**config.mk**
```make
export PLATFORM = sky130hd
export DESIGN_NAME = aes_sbox_share_arb
export DESIGN_NICKNAME = d
export VERILOG_FILES = /design/src/rtl/aes_pkg.sv /design/src/rtl/aes_sbox_tag_pipe.sv /design/src/rtl/aes_sbox_share_arb.sv
export SDC_FILE = /design/constraint.sdc
export NUM_CORES = 1
export LEC_CHECK = 0
export BUFFER_PORTS_ARGS = -buffer_cell sky130_fd_sc_hd__buf_2
export CORE_MARGIN = 2
export CORE_UTILIZATION = 44
export CTS_CLUSTER_SIZE = 25
export DETAILED_ROUTE_END_ITERATION = 10
export PLACE_DENSITY_LB_ADDON = 0.05
export SYNTH_ARGS = -nofsm -noshare
export SYNTH_HDL_FRONTEND = slang
export SYNTH_HIERARCHICAL = 1
export SYNTH_SLANG_ARGS = --single-unit
```
**constraint.sdc**
```tcl
create_clock -name clk_i -period 2.4 [get_ports clk_i]
set_clock_uncertainty 0.15 [all_clocks]
set_input_delay 0.24 -clock clk_i [delete_from_list [all_inputs] [get_ports clk_i]]
set_output_delay 0.24 -clock clk_i [all_outputs]
set_load 0.005 [all_outputs]
```
**src/rtl/aes_pkg.sv**
```systemverilog
// Shared types and constants for the masked AES S-box sharing logic.
package aes_pkg;

   localparam int unsigned SBOX_LATENCY_DEFAULT = 5;

   typedef enum logic {
      OWNER_ST  = 1'b0,
      OWNER_KEY = 1'b1
   } sbox_owner_e;

   typedef enum logic [1:0] {
      ARB_IDLE     = 2'd0,
      ARB_LOCK_ST  = 2'd1,
      ARB_LOCK_KEY = 2'd2,
      ARB_FLUSH    = 2'd3
   } sbox_arb_state_e;

endpackage

```
**src/rtl/aes_sbox_tag_pipe.sv**
```systemverilog
// Valid/owner tag shift register that tracks bytes in flight through a fixed-latency shared unit.
module aes_sbox_tag_pipe
   import aes_pkg::*;
#(
   parameter int unsigned Depth = SBOX_LATENCY_DEFAULT
) (
   input  logic        clk,
   input  logic        rst,
   input  logic        flush,
   input  logic        push_valid,
   input  sbox_owner_e push_owner,
   output logic        tail_valid,
   output sbox_owner_e tail_owner,
   output logic        any_valid
);

   logic [Depth-1:0] valid_q;
   sbox_owner_e      owner_q [Depth];

   // Flush drops every tag at once; owners are don't-care while invalid.
   always_ff @(posedge clk) begin
      if (rst) begin
         valid_q <= '0;
         for (int i = 0; i < int'(Depth); i++) begin
            owner_q[i] <= OWNER_ST;
         end
      end else if (flush) begin
         valid_q <= '0;
      end else begin
         valid_q[0] <= push_valid;
         owner_q[0] <= push_owner;
         for (int i = 1; i < int'(Depth); i++) begin
            valid_q[i] <= valid_q[i-1];
            owner_q[i] <= owner_q[i-1];
         end
      end
   end

   assign tail_valid = valid_q[Depth-1];
   assign tail_owner = owner_q[Depth-1];
   assign any_valid  = |valid_q;

endmodule

```
**src/rtl/aes_sbox_share_arb.sv**
```systemverilog
// Arbitrates state/key byte bursts onto one shared masked S-box and routes results to their owner.
// Optional AES_SBOX_ARB_RR_EN selects round-robin in IDLE; default is fixed key-over-state priority.
module aes_sbox_share_arb
   import aes_pkg::*;
#(
   parameter int unsigned DataWidth   = 16,
   parameter int unsigned SBoxLatency = SBOX_LATENCY_DEFAULT
) (
   input  logic                 clk_i,
   input  logic                 rst_i,
   input  logic                 st_req_i,
   input  logic                 st_last_i,
   input  logic [DataWidth-1:0] st_data_i,
   output logic                 st_gnt_o,
   input  logic                 key_req_i,
   input  logic                 key_last_i,
   input  logic [DataWidth-1:0] key_data_i,
   output logic                 key_gnt_o,
   output logic                 sbox_valid_o,
   output logic [DataWidth-1:0] sbox_data_o,
   input  logic                 sbox_valid_i,
   input  logic [DataWidth-1:0] sbox_data_i,
   output logic                 st_rsp_valid_o,
   output logic                 key_rsp_valid_o,
   output logic [DataWidth-1:0] rsp_data_o,
   output logic                 prng_update_o,
   input  logic                 clear_i,
   output logic                 busy_o,
   output logic                 err_o
);

   localparam int unsigned CntW = $clog2(SBoxLatency + 1);

   sbox_arb_state_e state_q;
   logic [CntW-1:0] flush_cnt_q;
   sbox_owner_e     issue_owner_q;
   logic            st_acc;
   logic            key_acc;
   logic            flushing;
   logic            tag_valid;
   logic            tag_any;
   sbox_owner_e     tag_owner;
   logic            tag_mismatch;

`ifdef AES_SBOX_ARB_RR_EN
   sbox_owner_e last_win_q;
`endif

   // Grants are combinational so a requester can stream one byte per cycle.
   always_comb begin
      st_gnt_o  = 1'b0;
      key_gnt_o = 1'b0;
      if (!rst_i && !clear_i) begin
         case (state_q)
            ARB_IDLE: begin
`ifdef AES_SBOX_ARB_RR_EN
               if (st_req_i && key_req_i) begin
                  st_gnt_o  = (last_win_q == OWNER_KEY);
                  key_gnt_o = (last_win_q == OWNER_ST);
               end else begin
                  st_gnt_o  = st_req_i;
                  key_gnt_o = key_req_i;
               end
`else
               key_gnt_o = key_req_i;
               st_gnt_o  = st_req_i & ~key_req_i;
`endif
            end
            ARB_LOCK_ST:  st_gnt_o  = st_req_i;
            ARB_LOCK_KEY: key_gnt_o = key_req_i;
            default: begin
               st_gnt_o  = 1'b0;
               key_gnt_o = 1'b0;
            end
         endcase
      end
   end

   assign st_acc   = st_req_i & st_gnt_o;
   assign key_acc  = key_req_i & key_gnt_o;
   assign flushing = clear_i | (state_q == ARB_FLUSH);

   // Results landing during a flush are stale and neither routed nor checked.
   assign tag_mismatch    = ~flushing & (sbox_valid_i != tag_valid);
   assign st_rsp_valid_o  = ~rst_i & ~flushing & sbox_valid_i & tag_valid & (tag_owner == OWNER_ST);
   assign key_rsp_valid_o = ~rst_i & ~flushing & sbox_valid_i & tag_valid & (tag_owner == OWNER_KEY);
   assign rsp_data_o      = sbox_data_i;
   assign busy_o          = (state_q != ARB_IDLE) | tag_any | sbox_valid_o;

   aes_sbox_tag_pipe #(
      .Depth (SBoxLatency)
   ) u_tag_pipe (
      .clk        (clk_i),
      .rst        (rst_i),
      .flush      (clear_i),
      .push_valid (sbox_valid_o),
      .push_owner (issue_owner_q),
      .tail_valid (tag_valid),
      .tail_owner (tag_owner),
      .any_valid  (tag_any)
   );

   always_ff @(posedge clk_i) begin
      if (rst_i) begin
         state_q       <= ARB_IDLE;
         flush_cnt_q   <= '0;
         issue_owner_q <= OWNER_ST;
         sbox_valid_o  <= 1'b0;
         sbox_data_o   <= '0;
         prng_update_o <= 1'b0;
         err_o         <= 1'b0;
`ifdef AES_SBOX_ARB_RR_EN
         last_win_q    <= OWNER_KEY;
`endif
      end else begin
         sbox_valid_o  <= st_acc | key_acc;
         prng_update_o <= st_acc | key_acc;
         if (key_acc) begin
            sbox_data_o   <= key_data_i;
            issue_owner_q <= OWNER_KEY;
         end else if (st_acc) begin
            sbox_data_o   <= st_data_i;
            issue_owner_q <= OWNER_ST;
         end
         if (tag_mismatch) begin
            err_o <= 1'b1;
         end
`ifdef AES_SBOX_ARB_RR_EN
         if (key_acc && key_last_i) begin
            last_win_q <= OWNER_KEY;
         end else if (st_acc && st_last_i) begin
            last_win_q <= OWNER_ST;
         end
`endif
         if (clear_i) begin
            state_q     <= ARB_FLUSH;
            flush_cnt_q <= CntW'(SBoxLatency);
         end else begin
            case (state_q)
               ARB_IDLE: begin
                  if (key_acc && !key_last_i) begin
                     state_q <= ARB_LOCK_KEY;
                  end else if (st_acc && !st_last_i) begin
                     state_q <= ARB_LOCK_ST;
                  end
               end
               ARB_LOCK_ST: begin
                  if (st_acc && st_last_i) begin
                     state_q <= ARB_IDLE;
                  end
               end
               ARB_LOCK_KEY: begin
                  if (key_acc && key_last_i) begin
                     state_q <= ARB_IDLE;
                  end
               end
               default: begin
                  if (flush_cnt_q == '0) begin
                     state_q <= ARB_IDLE;
                  end else begin
                     flush_cnt_q <= flush_cnt_q - CntW'(1);
                  end
               end
            endcase
         end
      end
   end

endmodule

```
* Word-level counts from Yosys, hierarchy flattened
Memories as Yosys holds them, arrays and structs flattened.
Cells that the tools add are included.
** Cells by class
- Reduce and logical (&&, ||, !) cells :: 21
- Add/sub/neg operators :: 1
- Bitwise operators :: 24
- Equal/unequal tests :: 9
- Muxes and demuxes :: 28
** Operators by type and width (count)
- $mux 16 :: 2
- $mux 1 :: 15
- $mux 2 :: 6
- $and 1x1->1 :: 9
- $mux 3 :: 3
- $or 1x1->1 :: 9
- $ne 3x3->1 const B :: 2
- $not 1->1 :: 6
- $pmux 2 s3 :: 1
- $logic_and 1x1->1 :: 5
- $reduce_bool 5->1 :: 1
- $reduce_or 5->1 :: 1
- $eq 2x2->1 const B :: 2
- $logic_not 1->1 :: 4
- $ne 4x4->1 const B :: 1
- $reduce_and 2->1 :: 2
- $reduce_and 4->1 :: 1
- $reduce_bool 2->1 :: 2
- $reduce_or 2->1 :: 2
- $logic_not 3->1 :: 1
- $reduce_or 3->1 :: 1
- $sub 3x1->3 const B :: 1
- $eq 2x1->1 const B :: 1
- $logic_not 2->1 :: 1
- 4 further kinds :: 4
** Word-level totals
- Memory bits (writable) :: 5
- Logic and storage cells :: 92
- Flip-flop bits (word level) :: 29
- Output and inout port bits :: 40
- Memories kept :: 1
** Memories
- u_tag_pipe.owner_q :: depth 5, width 1, read ports 5, clocked after memory_dff 0, wr ports 5, RTL line aes_sbox_tag_pipe.sv:18 : sbox_owner_e owner_q [Depth];

* Logic depth before layout (Yosys ltp)
- Depth after elaboration :: 10
- Gate-level depth with buffers :: 8
- Gate-level depth less buffers :: 7

* Cells and area by module
Netlist, hierarchy kept.
** Modules (own cells, without submodules)
- aes_sbox_share_arb :: seq. area each 480.5 um2, cells an instance 170, times used 1, area each 1378.8 um2
- aes_sbox_tag_pipe :: seq. area each 250.2 um2, cells an instance 25, times used 1, area each 342.8 um2

* Least setup slack after synthesis
Ideal clock, no wire load.
- Kind :: flip-flop to flip-flop
- Start point :: register state_q[0]
- End point :: register state_q[0]
- Setup slack :: 0.522 ns
- Stages on the path, launching flop included :: 8
- Library setup time :: 0.132 ns
- Clock period less this slack :: 1.878 ns
- Required time :: 2.118 ns
- Arrival :: 1.596 ns
- Cell sequence :: dfxtp_1 inv_1 ha_1 nor2_1 a221o_1 a221oi_2 mux2i_1 a21oi_1
** On the way
- Cells in the longest elaborated chain, start to end :: 9
- Elaborated cells on any way between the ends :: 22
- Classes of those cells :: eq/ne (5); mux (7); bitwise (2); reduce/logical (8)
** Ends and longest elaborated chain
- from (decl) :: RTL line aes_sbox_share_arb.sv:34 : sbox_arb_state_e state_q;
- from (signal assigned) :: RTL line aes_sbox_share_arb.sv:105 : state_q <= ARB_IDLE;
- from (signal assigned) :: RTL line aes_sbox_share_arb.sv:136 : state_q <= ARB_FLUSH;
- from (signal assigned) :: RTL line aes_sbox_share_arb.sv:142 : state_q <= ARB_LOCK_KEY;
- $eq 2x2->1 / $logic_not 2->1 (equally long branches) :: RTL line aes_sbox_share_arb.sv:54, aes_sbox_share_arb.sv:139
- $reduce_or 2->1 (no source line)
- $mux 1 :: RTL line aes_sbox_share_arb.sv:54 : case (state_q)
- $mux 1 :: RTL line aes_sbox_share_arb.sv:53 : if (!rst_i && !clear_i) begin
- $and 1x1->1 :: RTL line aes_sbox_share_arb.sv:80 : assign key_acc = key_req_i & key_gnt_o;
- $logic_and 1x1->1 :: RTL line aes_sbox_share_arb.sv:141 : if (key_acc && !key_last_i) begin
- $mux 2 :: RTL line aes_sbox_share_arb.sv:141
- $pmux 2 s3 :: RTL line aes_sbox_share_arb.sv:139 : case (state_q)
- $mux 2 :: RTL line aes_sbox_share_arb.sv:135 : if (clear_i) begin
Several ways; a longest one is shown, not always the timed one.
A chain may end at the register's enable or synchronous reset.

* Worst setup path after layout
- Start point :: register state_q[0]
- End point :: output st_gnt_o
** On the way
- Cells in the longest elaborated chain, start to end :: 3
- Elaborated cells on any way between the ends :: 4
- Classes of those cells :: eq/ne (1); mux (2); reduce/logical (1)
** Ends and longest elaborated chain
- $eq 2x1->1 / $logic_not 2->1 (equally long branches) :: RTL line aes_sbox_share_arb.sv:54
- $pmux 1 s2 * :: RTL line aes_sbox_share_arb.sv:54
- $mux 1 * :: RTL line aes_sbox_share_arb.sv:53
- to (decl) :: RTL line aes_sbox_share_arb.sv:14 : output logic st_gnt_o,
Mark *: on every way between the ends. The rest lies on a longest branch, timed or not.

==> impl_table.tex <==
\begin{tabular}{lr}
\hline
Metric & Value \\
\hline
\multicolumn{2}{l}{\textbf{Run status}} \\
Outcome & completed \\
\multicolumn{2}{l}{\textbf{STA}} \\
Final slew viol count & 0 \\
Normalized max-slew margin & roughly 64\% \\
Final period utilization & 93.1\% \\
Measured slew at the worst slew-check pin & 0.547 ns \\
Max Fclk & about 450 MHz \\
Final Critical Period & about 2.2 ns \\
Unrepaired setup endpoints after global routing & no \\
Final-report setup violation count & 0 \\
Final Hold Slack & 0.0679 ns \\
Aggregate negative setup slack & 0 ns \\
Final Hold Fails & 0 \\
\multicolumn{2}{l}{\textbf{Critical path}} \\
Critical Path Sink Type & output port \\
Maximum fanout count along the critical path & 5 \\
Critical Path AT & approximately 1.8 ns \\
Required time of the critical path & 2.01 ns \\
Destination of the critical timing path & st\_gnt\_o \\
Reg-to-reg setup timing slack & approximately 0.24 ns \\
Setup CP Type & reg -> out \\
CP Launch Point & state\_q[0]\$\_SDFFE\_PP0P\_ \\
Type of origin of the critical path & register \\
Reg-to-Reg Start & state\_q[0]\$\_SDFFE\_PP0P\_ \\
Worst r2r dst & state\_q[1]\$\_SDFFE\_PP0P\_ \\
Logic depth of the worst register-to-register path & 7 \\
\multicolumn{2}{l}{\textbf{GRT}} \\
Met2 Usage GRT & between 30\% and 40\% \\
Number of global-route vias before repair & between 1000 and 1500 \\
Wire length of the first global-routing pass & between 6000 and 7000 um \\
Global-route track usage on met3 & between 6 and 7\% \\
Gr usage total & approximately a fifth \\
GR met1 Demand/Resource & between 20\% and 30\% \\
Number of antenna violations at the first check in global routing & 0 \\
Gr busiest metal & met2 \\
Total overflow reported by the global router & 0 \\
Largest net degree at the start of global routing & 34 \\
\multicolumn{2}{l}{\textbf{Final layout}} \\
Most frequent standard cell in the layout excluding fill and tap cells & sky130\_fd\_sc\_hd\_\_buf\_2 \\
Layout fillers & 380 \\
Area used by multi-input combinational logic & 790 um2 \\
Storage element area & 731 um2 \\
Layout cell share with drive strength beyond 1 & between 30 and 40\% \\
Inserted Diodes & 0 \\
Area growth from synthesis to layout & 18.4\% \\
Most frequent cells in the layout & sky130\_fd\_sc\_hd\_\_buf\_2, sky130\_fd\_sc\_hd\_\_nand2\_1, sky130\_fd\_sc\_hd\_\_dfxtp\_1 \\
Total Nets Final & roughly 300 \\
Final standard cell count with taps included and fillers excluded & between 200 and 300 \\
\multicolumn{2}{l}{\textbf{Clocking}} \\
Setup fix buffers added after clock tree synthesis & 0 \\
Clock slew at reported path FFs & 0.06 ns \\
Maximum clock insertion buffer count & 2 \\
Max H-tree Level & 2 \\
CTS Sinks & 34 \\
Clock Latency Late Sink & roughly 0.28 ns \\
Number of cells upsized or downsized after cts & 0 \\
Cts-stage hold buffer count & 0 \\
Number of buffers inserted during clock tree synthesis & 5 \\
Root buffer cell & sky130\_fd\_sc\_hd\_\_clkbuf\_8 \\
TritonCTS clock tree & yes \\
\multicolumn{2}{l}{\textbf{Placed design}} \\
Dpl cells & 284 \\
RePlAce Congestion & just over 0.8 \\
DPL Wire Length & 2990 um \\
Port Buf Inserts & 63 \\
\multicolumn{2}{l}{\textbf{Floorplan}} \\
Number of core rows & 22 \\
Initial Utilization & between 40\% and 50\% \\
Total core area & 3720 um2 \\
Die extent in x & $\sim$67 um \\
Die area & $\sim$4400 um2 \\
I/O pin count & 96 \\
DIE HEIGHT & around 67 um \\
\multicolumn{2}{l}{\textbf{Yosys}} \\
Top area cells in the synthesized netlist & sky130\_fd\_sc\_hd\_\_dfxtp\_1, sky130\_fd\_sc\_hd\_\_edfxtp\_1, sky130\_fd\_sc\_hd\_\_buf\_4 \\
Dominant register cell in the synthesized netlist & sky130\_fd\_sc\_hd\_\_dfxtp\_1 \\
Unique cell type count in the Yosys netlist & 36 \\
Summed instance area of the synthesized netlist & about 1700 um2 \\
Proportion of netlist area held by the largest area contributor & between 30\% and 40\% \\
Mean area per synthesized cell & just under 9 um2 \\
Number of instances in the synthesized netlist & between 150 and 200 \\
Post-synthesis register bit count & 34 \\
Number of flops mapped to enable cells by yosys & 5 \\
Post-synthesis cell type with the largest combined area & sky130\_fd\_sc\_hd\_\_dfxtp\_1 \\
Yosys warns & 6 \\
Share of flip-flops with an asynchronous set or reset after synthesis & 0\% \\
Sequential fraction of the synthesis area & between 40 and 50\% \\
Synthesized netlist net count & between 200 and 300 \\
\multicolumn{2}{l}{\textbf{Drt}} \\
Vias post-DR & $\sim$1500 \\
Number of detailed-route iterations in the first pass & 4 \\
Number of routed nets with antenna violations & 0 \\
Number of DRC violations after detailed-routing iteration 0 & 51 \\
Detailed-route DRC error count & 0 \\
Via-per-instance ratio & around 5.1 \\
DR WL/cell & about 14 um \\
Final wirelength & about 4000 um \\
\multicolumn{2}{l}{\textbf{Power}} \\
Part of the power in registers & approximately half \\
PD cells & 638 nW/um2 \\
Internal power of the cells & roughly 940 uW \\
Switching pwr & roughly 360 uW \\
Combinational group share of total power & between 20 and 25\% \\
Maximum vdd ir drop & $\sim$0.40 mV \\
Share of power burned in the clock network & 30.2\% \\
Net Sw Frac & between 20 and 30\% \\
Cell leakage power & $\sim$0.94 nW \\
\multicolumn{2}{l}{\textbf{Run}} \\
Max Cap Viol & 0 \\
\multicolumn{2}{l}{\textbf{Worst hold path}} \\
Class of the tightest hold or removal check & in -> reg \\
\hline
\end{tabular}
-- final cells by class --
cell class,count,area share [%]
sequential,34,35.9
clock buffer,6,3.56
timing repair buffer,66,17.2
inverter,7,1.29
clock inverter,2,0.430
multi-input combinational,129,38.7
tap,48,2.95
-- how the worst min path moves through the flow --
stage / cells past startpoint / to / slack, ns / from
after floorplan: 1 / flush_cnt_q[1]$_SDFFE_PP0P_ / 0.18 / clear_i
after global placement: 2 / err_o$_SDFFE_PP0P_ / 0.29 / err_o$_SDFFE_PP0P_
after detailed placement: 1 / u_tag_pipe/valid_q[1]$_SDFF_PN0_ / 0.30 / u_tag_pipe/valid_q[0]$_SDFF_PN0_
after CTS: 3 / sbox_data_o[7]$_SDFFE_PP0P_ / 0.06 / key_data_i[7]
after global routing: 3 / sbox_data_o[10]$_SDFFE_PP0P_ / 0.06 / st_data_i[10]
final: 3 / sbox_data_o[7]$_SDFFE_PP0P_ / 0.07 / key_data_i[7]
-- synth_stat cells (all sizes together) (2+ instances only) --
cell type	count
nand2	35
dfxtp	29
nor2	26
buf	22
a311oi	16
and2	11
ha	8
inv	7
a21oi	5
edfxtp	5
nor3	4
clkbuf	3
nand2b	3
o21ai	3
nor2b	2
nor3b	2
-- critical path: stages (launching register included) --
cell	delay, ns
sky130_fd_sc_hd__dfxtp_1	0.40
sky130_fd_sc_hd__inv_1	0.11
sky130_fd_sc_hd__ha_1	0.26
sky130_fd_sc_hd__nor2b_1	0.16
sky130_fd_sc_hd__o211ai_1	0.35
sky130_fd_sc_hd__nor2_1	0.14
sky130_fd_sc_hd__buf_2	0.15
-- flip-flops by register name, indices dropped and copies added (netlist names) --
signal / cells
u_tag_pipe/owner_q: 5
u_tag_pipe/valid_q: 5
issue_owner_q: 1
state_q: 2
flush_cnt_q: 3
sbox_data_o: 16
prng_update_o: 1
err_o: 1
-- cells by family after synthesis --
family / Yosys count / share of synthesized area, %
simple gates: 85 / 22.8
flops: 34 / 42.4
compound gates: 33 / 15.6
buf+inv: 32 / 11.7
fa+ha+maj: 8 / 5.81
xor+xnor: 2 / 1.02
mux: 1 / 0.581
-- metrics by stage --
stage / setup slack (ns) / power, mW / cell area (um2) / util, %
after floorplan: 0.522 / 0.836 / 1720 / -
after global placement: 0.414 / 0.905 / 1960 / 52.7
after detailed placement: 0.269 / 0.919 / 1960 / 52.7
after CTS: 0.140 / 1.32 / 2040 / 54.8
after global routing: 0.0291 / 1.38 / 2040 / 54.8
final: 0.166 / 1.30 / 2040 / 54.8
-- metal layers --
layer	vias to the layer above	part of all wire (%)
met1	676	43
li1	745	-
met5	-	0
met2	60	47
met3	11	7.2
met4	0	2.0
-- power by group through the flow --
stage	Clock, mW	Sequential [mW]	Combinational (mW)
after floorplan	0	0.654	0.182
after global placement	0	0.653	0.252
after detailed placement	0	0.655	0.264
after CTS	0.408	0.644	0.265
after global routing	0.434	0.649	0.295
final	0.393	0.644	0.263
Note: power is estimated with default switching activity, not from simulation.
